$ cat config.mk
export PLATFORM = sky130hd
export DESIGN_NAME = uart_tx_serializer
export DESIGN_NICKNAME = d
export VERILOG_FILES = /design/src/rtl/uart_tx_serializer.sv
export SDC_FILE = /design/constraint.sdc
export NUM_CORES = 1
export LEC_CHECK = 0
export CAP_MARGIN = 15
export CORE_AREA = 2 2 88 65
export CTS_CLUSTER_DIAMETER = 50
export DETAILED_ROUTE_END_ITERATION = 7
export DIE_AREA = 0 0 90 67
export PLACE_DENSITY_LB_ADDON = 0.3
export SLEW_MARGIN = 20
export SYNTH_ARGS = -nofsm -noshare
export SYNTH_HDL_FRONTEND = slang
export SYNTH_SLANG_ARGS = --single-unit
$ cat constraint.sdc
create_clock -name i_clk -period 2.65 [get_ports i_clk]
set_input_delay 0.265 -clock i_clk [delete_from_list [all_inputs] [get_ports i_clk]]
set_output_delay 0.265 -clock i_clk [all_outputs]
set_load 0.02 [all_outputs]
$ cat src/rtl/uart_tx_serializer.sv
// UART transmit serializer: pops one word per frame from the TX FIFO and shifts it out on o_tx.
// Define UART_TX_PARITY_EN to build in the optional parity bit (otherwise the parity inputs are ignored).
module uart_tx_serializer #(
    parameter int DW  = 8,
    parameter int BDW = 16
) (
    input  logic           i_clk,
    input  logic           i_rst,
    input  logic           i_enable,
    input  logic [BDW-1:0] i_baud_div,
    input  logic           i_stop2,
    input  logic           i_parity_en,
    input  logic           i_parity_odd,
    input  logic           i_fifo_empty,
    input  logic           i_fifo_valid,
    input  logic [DW-1:0]  i_fifo_data,
    input  logic           i_fifo_parity_error,
    output logic           o_fifo_rd_req,
    output logic           o_tx,
    output logic           o_busy,
    output logic           o_frame_done,
    output logic           o_perr_drop
);

    localparam int BIW = $clog2(DW);

`ifdef UART_TX_PARITY_EN
    typedef enum logic [2:0] {S_IDLE, S_FETCH, S_START, S_DATA, S_PARITY, S_STOP} state_t;
`else
    typedef enum logic [2:0] {S_IDLE, S_FETCH, S_START, S_DATA, S_STOP} state_t;
`endif

    state_t         state_reg, state_next;
    logic [BDW-1:0] cnt_reg, cnt_next;
    logic [BDW-1:0] div_reg, div_next;
    logic [BIW-1:0] bit_idx_reg, bit_idx_next;
    logic           stop_idx_reg, stop_idx_next;
    logic [DW-1:0]  data_reg, data_next;
    logic           stop2_reg, stop2_next;
    logic           tx_reg, tx_next;
    logic           rd_req, frame_done, perr_drop, bit_end;

`ifdef UART_TX_PARITY_EN
    logic           par_en_reg, par_en_next;
    logic           par_odd_reg, par_odd_next;
`else
    logic           unused_parity_cfg;
    assign unused_parity_cfg = i_parity_en ^ i_parity_odd;
`endif

    always_ff @(posedge i_clk) begin
        if (i_rst) begin
            state_reg    <= S_IDLE;
            cnt_reg      <= '0;
            div_reg      <= '0;
            bit_idx_reg  <= '0;
            stop_idx_reg <= 1'b0;
            data_reg     <= '0;
            stop2_reg    <= 1'b0;
            tx_reg       <= 1'b1;
`ifdef UART_TX_PARITY_EN
            par_en_reg   <= 1'b0;
            par_odd_reg  <= 1'b0;
`endif
        end else begin
            state_reg    <= state_next;
            cnt_reg      <= cnt_next;
            div_reg      <= div_next;
            bit_idx_reg  <= bit_idx_next;
            stop_idx_reg <= stop_idx_next;
            data_reg     <= data_next;
            stop2_reg    <= stop2_next;
            tx_reg       <= tx_next;
`ifdef UART_TX_PARITY_EN
            par_en_reg   <= par_en_next;
            par_odd_reg  <= par_odd_next;
`endif
        end
    end

    always_comb begin
        state_next    = state_reg;
        cnt_next      = cnt_reg;
        div_next      = div_reg;
        bit_idx_next  = bit_idx_reg;
        stop_idx_next = stop_idx_reg;
        data_next     = data_reg;
        stop2_next    = stop2_reg;
`ifdef UART_TX_PARITY_EN
        par_en_next   = par_en_reg;
        par_odd_next  = par_odd_reg;
`endif
        rd_req        = 1'b0;
        frame_done    = 1'b0;
        perr_drop     = 1'b0;
        tx_next       = 1'b1;
        // The counter never exceeds the latched divider, so max div needs no extra bit.
        bit_end       = (cnt_reg == div_reg);

        case (state_reg)
            S_IDLE: begin
                if (i_enable && !i_fifo_empty) begin
                    rd_req     = 1'b1;
                    state_next = S_FETCH;
                end
            end
            S_FETCH: begin
                data_next     = i_fifo_data;
                div_next      = i_baud_div;
                stop2_next    = i_stop2;
`ifdef UART_TX_PARITY_EN
                par_en_next   = i_parity_en;
                par_odd_next  = i_parity_odd;
`endif
                cnt_next      = '0;
                bit_idx_next  = '0;
                stop_idx_next = 1'b0;
                if (i_fifo_valid && !i_fifo_parity_error) begin
                    state_next = S_START;
                end else begin
                    perr_drop  = i_fifo_valid;
                    state_next = S_IDLE;
                end
            end
            S_START: begin
                cnt_next = bit_end ? '0 : cnt_reg + BDW'(1);
                if (bit_end) begin
                    state_next = S_DATA;
                end
            end
            S_DATA: begin
                cnt_next = bit_end ? '0 : cnt_reg + BDW'(1);
                if (bit_end) begin
                    if (bit_idx_reg == BIW'(DW - 1)) begin
`ifdef UART_TX_PARITY_EN
                        state_next = par_en_reg ? S_PARITY : S_STOP;
`else
                        state_next = S_STOP;
`endif
                    end else begin
                        bit_idx_next = bit_idx_reg + BIW'(1);
                    end
                end
            end
`ifdef UART_TX_PARITY_EN
            S_PARITY: begin
                cnt_next = bit_end ? '0 : cnt_reg + BDW'(1);
                if (bit_end) begin
                    state_next = S_STOP;
                end
            end
`endif
            S_STOP: begin
                cnt_next = bit_end ? '0 : cnt_reg + BDW'(1);
                if (bit_end) begin
                    if (stop2_reg && !stop_idx_reg) begin
                        stop_idx_next = 1'b1;
                    end else begin
                        frame_done = 1'b1;
                        state_next = S_IDLE;
                    end
                end
            end
            default: state_next = S_IDLE;
        endcase

        // o_tx is registered, so the line level is derived from the state being entered.
        case (state_next)
            S_START:  tx_next = 1'b0;
            S_DATA:   tx_next = data_next[bit_idx_next];
`ifdef UART_TX_PARITY_EN
            S_PARITY: tx_next = (^data_next) ^ par_odd_next;
`endif
            default:  tx_next = 1'b1;
        endcase
    end

    assign o_tx          = tx_reg;
    assign o_busy        = (state_reg != S_IDLE);
    assign o_fifo_rd_req = rd_req & ~i_rst;
    assign o_frame_done  = frame_done & ~i_rst;
    assign o_perr_drop   = perr_drop & ~i_rst;

endmodule
==> metrics, run 1 <==
outcome=complete, no violations; sequential share of the synthesized area=39.4%; Slew Viols, Final=0; crit path launch type=flip-flop; global route overflow=0; Pre-Repair DR Iteration Count=4; drt total wl=5820 µm; Die H=67 µm; Finished Core Util=58.8%; Iter 0 DRT Violations=140; Leakage=0.00118 µW; die area=6030 µm²; Slew @ Worst Pin=0.594 ns; Sink Count=49; Skew-Pair Late Insertion Delay=0.30 ns; H-tree depth=2; dpl hpwl=4310 µm; layout cells sized above 1=7.39%; synthesized netlist net count=353; Cell variety after synth=48; kind of critical path=flip-flop to output pin; CP Data Required Time=2.38 ns; number of flops mapped to enable cells by yosys=0; Tcrit/Tclk final=95.0%; mapped cell area=2490 µm²; commonest non-fill, non-tap cell in the layout=nand2_1; worst ir drop on vdd=0.335 mV; fin crit period=2.52 ns; Worst Path Arrival=2.25 ns; diodes inserted=0; Die W=90 µm; Max-slew headroom=60.3%; total CTS buffers=5; Top FF cell, synth=dfxtp_1; Clock Tree Root=clkbuf_8; GR Util All Layers=20.5%; Hold Crit Class=flip-flop to flip-flop; vias in the first global route=2052; mean post-synth cell area=7.83 µm²; Synth async-reset ratio=0%; worst path cell trace=xor2_1, nor4_1, buf_4, nand4_2, a21o_1, nor3b_1, dlygate4sd2_1; Final Hold Viols=0; number of port buffers=35; vias per cell=5.27; final setup fails=0; Longest Clk Path Bufs=2; total of max-cap violations=0; DRC Markers=0; Row Count=22; clk_skew=0.00826 ns; maximum clock rate=0.397 GHz; Area Overhead vs Synth=20.9%; first-pass GRT wire length=9780 µm; FF+latch count, synth=49; crit-path max cell delay=0.45 ns; TritonCTS clock tree=built; Antenna Violating Nets Remaining=0; WL per Instance=13.7 µm; # nets final=386; CP Capture Type=output pin; clock slew at reported path FFs=0.09 ns; Yosys warnings=0; setup tns final=0 ns; most frequent cells in the layout=nand2_1 (59), dfxtp_1 (49), a21oi_1 (38), clkdlybuf4s50_1 (34), nor2_1 (28); GPL Wtd Cong=0.919; crit-path max FO=5; antenna violations before repair=0; initial core utilization=48.6%; hold buffers post-CTS=0; I/O pin count=38; cell count after synthesis=318; RSZ-0062 raised after global routing=false; PwrDens=567 nW/µm²; vias after detailed routing=2236; pin count of the biggest net entering global routing=28; Crit-path slowest cell=dfxtp_1; core area=5120 µm²
[metal layers]
metal / wire length [µm] / track usage (%) / vias to the layer above / share of wire (%)
li1: - / - / 1158 / -
met1: 2990 / 29.6 / 1004 / 51
met2: 2410 / 31.4 / 69 / 41
met3: 376 / 4.19 / 5 / 6.5
met4: 37 / 5.19 / 0 / 0.64
met5: 0 / 0 / - / 0
[path summary, 6_finish.rpt]
kind / startpoint / end / slack [ns] / cells after the start
max: cnt_reg[14] / o_frame_done / 0.13 / 7
min: data_reg[6] / data_reg[6] / 0.46 / 2
max reg2reg: cnt_reg[14] / o_tx / 0.27 / 10
min reg2reg: data_reg[6] / data_reg[6] / 0.46 / 2
[stage by stage]
stage	area, µm²	hold slack (ns)	setup slack (ns)	cells	total power, µW
after global placement	2920	0.446	0.195	416	1280
after CTS	3010	0.463	0.135	424	1720
after detailed placement	2920	0.451	0.186	416	1280
final	3010	0.461	0.132	424	1710
after global routing	3010	0.482	0.00545	424	1810
after floorplan	2490	0.358	0.511	318	1110
[power breakdown]
part | switching, µW | internal, µW | total [µW]
clock | 249 | 188 | 438
sequential | 41.5 | 777 | 819
combinational | 249 | 201 | 450
[synthesized netlist by cell type, types with 2 or more instances]
cell      count  area share (%)
nand2_1      59             8.9
dfxtp_1      49              39
a21oi_1      38             7.6
nor2_1       28             4.2
xor2_1       20             7.0
clkbuf_1     17             2.6
o21ai_0      12             2.4
nor3b_1       8             2.4
nand3_1       7             1.4
and3_1        6             1.5
nor2b_1       6             1.5
nor3_1        6             1.2
inv_1         5            0.75
mux2i_1       5             2.0
and2_1        4             1.0
nor4_1        4             1.0
or3_1         4             1.0
a211oi_1      2            0.60
a21o_1        2            0.60
a21oi_2       2            0.70
a221o_1       2            0.80
a31oi_1       2            0.50
ha_1          2             1.0
nand2b_1      2            0.50
nand4_1       2            0.50
xnor2_1       2            0.70
[cell type report]
cell class                 instances  area (µm²)
fill                             507        2110
multi-input combinational        245        1410
sequential                        49         981
timing repair buffer              45         424
tap                               72        90.1
clock buffer                       6        72.6
inverter                           5        18.8
clock inverter                     2        13.8
[repair_timing]
| item | CTS | global route |
|---|---|---|
| setup buffers | 0 | 0 |
| gates resized for setup | 1 | 0 |
| endpoints found under the setup margin | 1 | 0 |
[kinds of logic (layout without fill, tap and decap cells)]
family                     count (synthesis)  count (layout)  synth area share, %
AOI/OAI and AO/OA                         70              70                 16.6
xor gates and xnor gates                  22              22                 7.74
adders and majority gates                  2               2                 1.01
buffers and inverters                     24              58                 3.97
DFF                                       49              49                 39.4
muxes                                      5               5                 2.01
and+or+nand+nor                          146             146                 29.3
[worst max-delay path: cells and delay by family (launching register included)]
family | cells | cell delay (ns)
compound gates | 1 | 0.19
xor+xnor | 1 | 0.10
flops | 1 | 0.45
buf+inv | 2 | 0.55
simple gates | 3 | 0.66
Power figures use the tool's default switching activity.
==> run 2, diff against run 1 <==
--- a/config.mk
+++ b/config.mk
@@ -10,6 +10,7 @@
 export CTS_CLUSTER_DIAMETER = 50
 export DETAILED_ROUTE_END_ITERATION = 7
 export DIE_AREA = 0 0 90 67
+export MAX_ROUTING_LAYER = met4
 export PLACE_DENSITY_LB_ADDON = 0.3
 export SLEW_MARGIN = 20
 export SYNTH_ARGS = -nofsm -noshare
==> metrics, run 2 (synthesis gave the netlist of run 1 again) <==
Row Count=22; filler cell count=492; Pre-Repair DR Iteration Count=4; Die H=67 µm; final setup fails=0; Cell Area, Placed=2920 µm²; clk_skew=0.00689 ns; Die W=90 µm; first-pass GRT wire length=10100 µm; Final Hold Viols=0; setup tns final=0 ns; H-tree depth=2; maximum clock rate=0.403 GHz; commonest non-fill, non-tap cell in the layout=nand2_1; Slew Viols, Final=0; total power=1780 µW; number of port buffers=35; Area Overhead vs Synth=21.8%; Worst Path Arrival=2.22 ns; Iter 0 DRT Violations=152; crit path launch type=flip-flop; r2r setup slk=0.22 ns; GR Util All Layers=21.9%; I/O pin count=38; WHS=0.454 ns; Tcrit/Tclk final=93.6%; CP Capture Type=output pin; fin crit period=2.48 ns; RSZ-0062 raised after global routing=false; crit path to=o_frame_done; Max-slew headroom=59.8%; Reg2Reg Launch Point=cnt_reg[5]; most frequent cells in the layout=nand2_1 (59), dfxtp_1 (48), a21oi_1 (38), clkdlybuf4s50_1 (34), nor2_1 (28); Worst Setup SP=cnt_reg[5]; total of max-cap violations=0; vias in the first global route=2105; Antenna Violating Nets Remaining=0; worst r2r dst=o_tx; TritonCTS clock tree=built; worst reg-to-reg path cell count=10; Longest Clk Path Bufs=2; drt total wl=6100 µm; PwrDens=587 nW/µm²; dpl hpwl=4290 µm; Skew-Pair Late Insertion Delay=0.31 ns; CP Data Required Time=2.38 ns; diodes inserted=0; Sink Count=49; post-route setup slack=0.170 ns; antenna violations before repair=0; pin count of the biggest net entering global routing=28; total CTS buffers=5; crit-path max FO=5; Clock Tree Root=clkbuf_8; worst ir drop on vdd=0.409 mV; core area=5120 µm²; pre-CTS WS=0.226 ns; DRC Markers=0; Slew @ Worst Pin=0.601 ns; Hold Crit Class=flip-flop to flip-flop; vias after detailed routing=2269; hold buffers post-CTS=0; WL per Instance=14.4 µm; Leakage=0.00119 µW; GPL Wtd Cong=0.894; vias per cell=5.36; die area=6030 µm²; initial core utilization=48.6%; cell area after layout=3030 µm²; layout cells sized above 1=8.26%; kind of critical path=flip-flop to output pin; # nets final=385; hold path depth=2; outcome=complete, no violations; global route overflow=0; clock slew at reported path FFs=0.09 ns
## run 2: worst max-delay path: stages (launching register included)
cell and delay [ns]:
dfxtp_1 0.37, xor2_1 0.18, nor4_1 0.30, buf_4 0.18, nand4_2 0.12, a21o_1 0.21, nor3b_1 0.18, dlygate4sd2_1 0.36
## run 2: worst min-delay path by stage
stage,start,end,slack [ns]
4_1_cts,data_reg[0],data_reg[0],0.46
6_report,data_reg[0],data_reg[0],0.45
3_3_place_gp,data_reg[0],data_reg[0],0.44
5_1_grt,data_reg[0],data_reg[0],0.47
2_1_floorplan,i_rst,state_reg[1],0.36
3_5_place_dp,data_reg[0],data_reg[0],0.44
## run 2: what timing repair did
item                                    4_1_cts  5_1_grt
gates resized for setup                       3        1
endpoints found under the setup margin        1        1
endpoints found under the hold margin         0        0
setup buffers                                 0        0
## run 2: final cells by class
| class | instances | area (µm²) | area share [%] |
|---|---|---|---|
| Tap cell | 72 | 90.1 | 2.97 |
| Timing Repair Buffer | 44 | 417 | 13.7 |
| Multi-Input combinational cell | 245 | 1420 | 46.9 |
| Clock inverter | 1 | 5.00 | 0.165 |
| Sequential cell | 49 | 982 | 32.4 |
| Inverter | 5 | 18.8 | 0.619 |
| Clock buffer | 7 | 96.3 | 3.18 |
## run 2: power by group
part	internal (µW)	total, µW	switching, µW
clock network	236	491	255
registers	777	819	41.6
logic	205	470	265
total	1220	1780	562
## run 2: through the flow
step | std cells | utilization (%)
floorplan | 318 | -
global placement | 415 | 57.0
detailed placement | 415 | 57.0
CTS | 423 | 59.2
global route | 423 | 59.2
finish | 423 | 59.2
## run 2: metal layers
metal  part of all wire [%]  GRT usage (%)  wire length, µm  up-vias
met3                    7.1           6.67              434        5
met1                     51           29.7             3110     1031
met5                      0              -                0        -
li1                       -              -                -     1158
met2                     41           32.0             2490       75
met4                   0.92           5.77               56        0
==> run 3, diff against run 2 <==
--- a/config.mk
+++ b/config.mk
@@ -5,7 +5,7 @@
 export SDC_FILE = /design/constraint.sdc
 export NUM_CORES = 1
 export LEC_CHECK = 0
-export CAP_MARGIN = 15
+export CAP_MARGIN = 25
 export CORE_AREA = 2 2 88 65
 export CTS_CLUSTER_DIAMETER = 50
 export DETAILED_ROUTE_END_ITERATION = 7
==> results of run 3 <==
The final DEF is identical to that of run 2; final timing and power are the same.
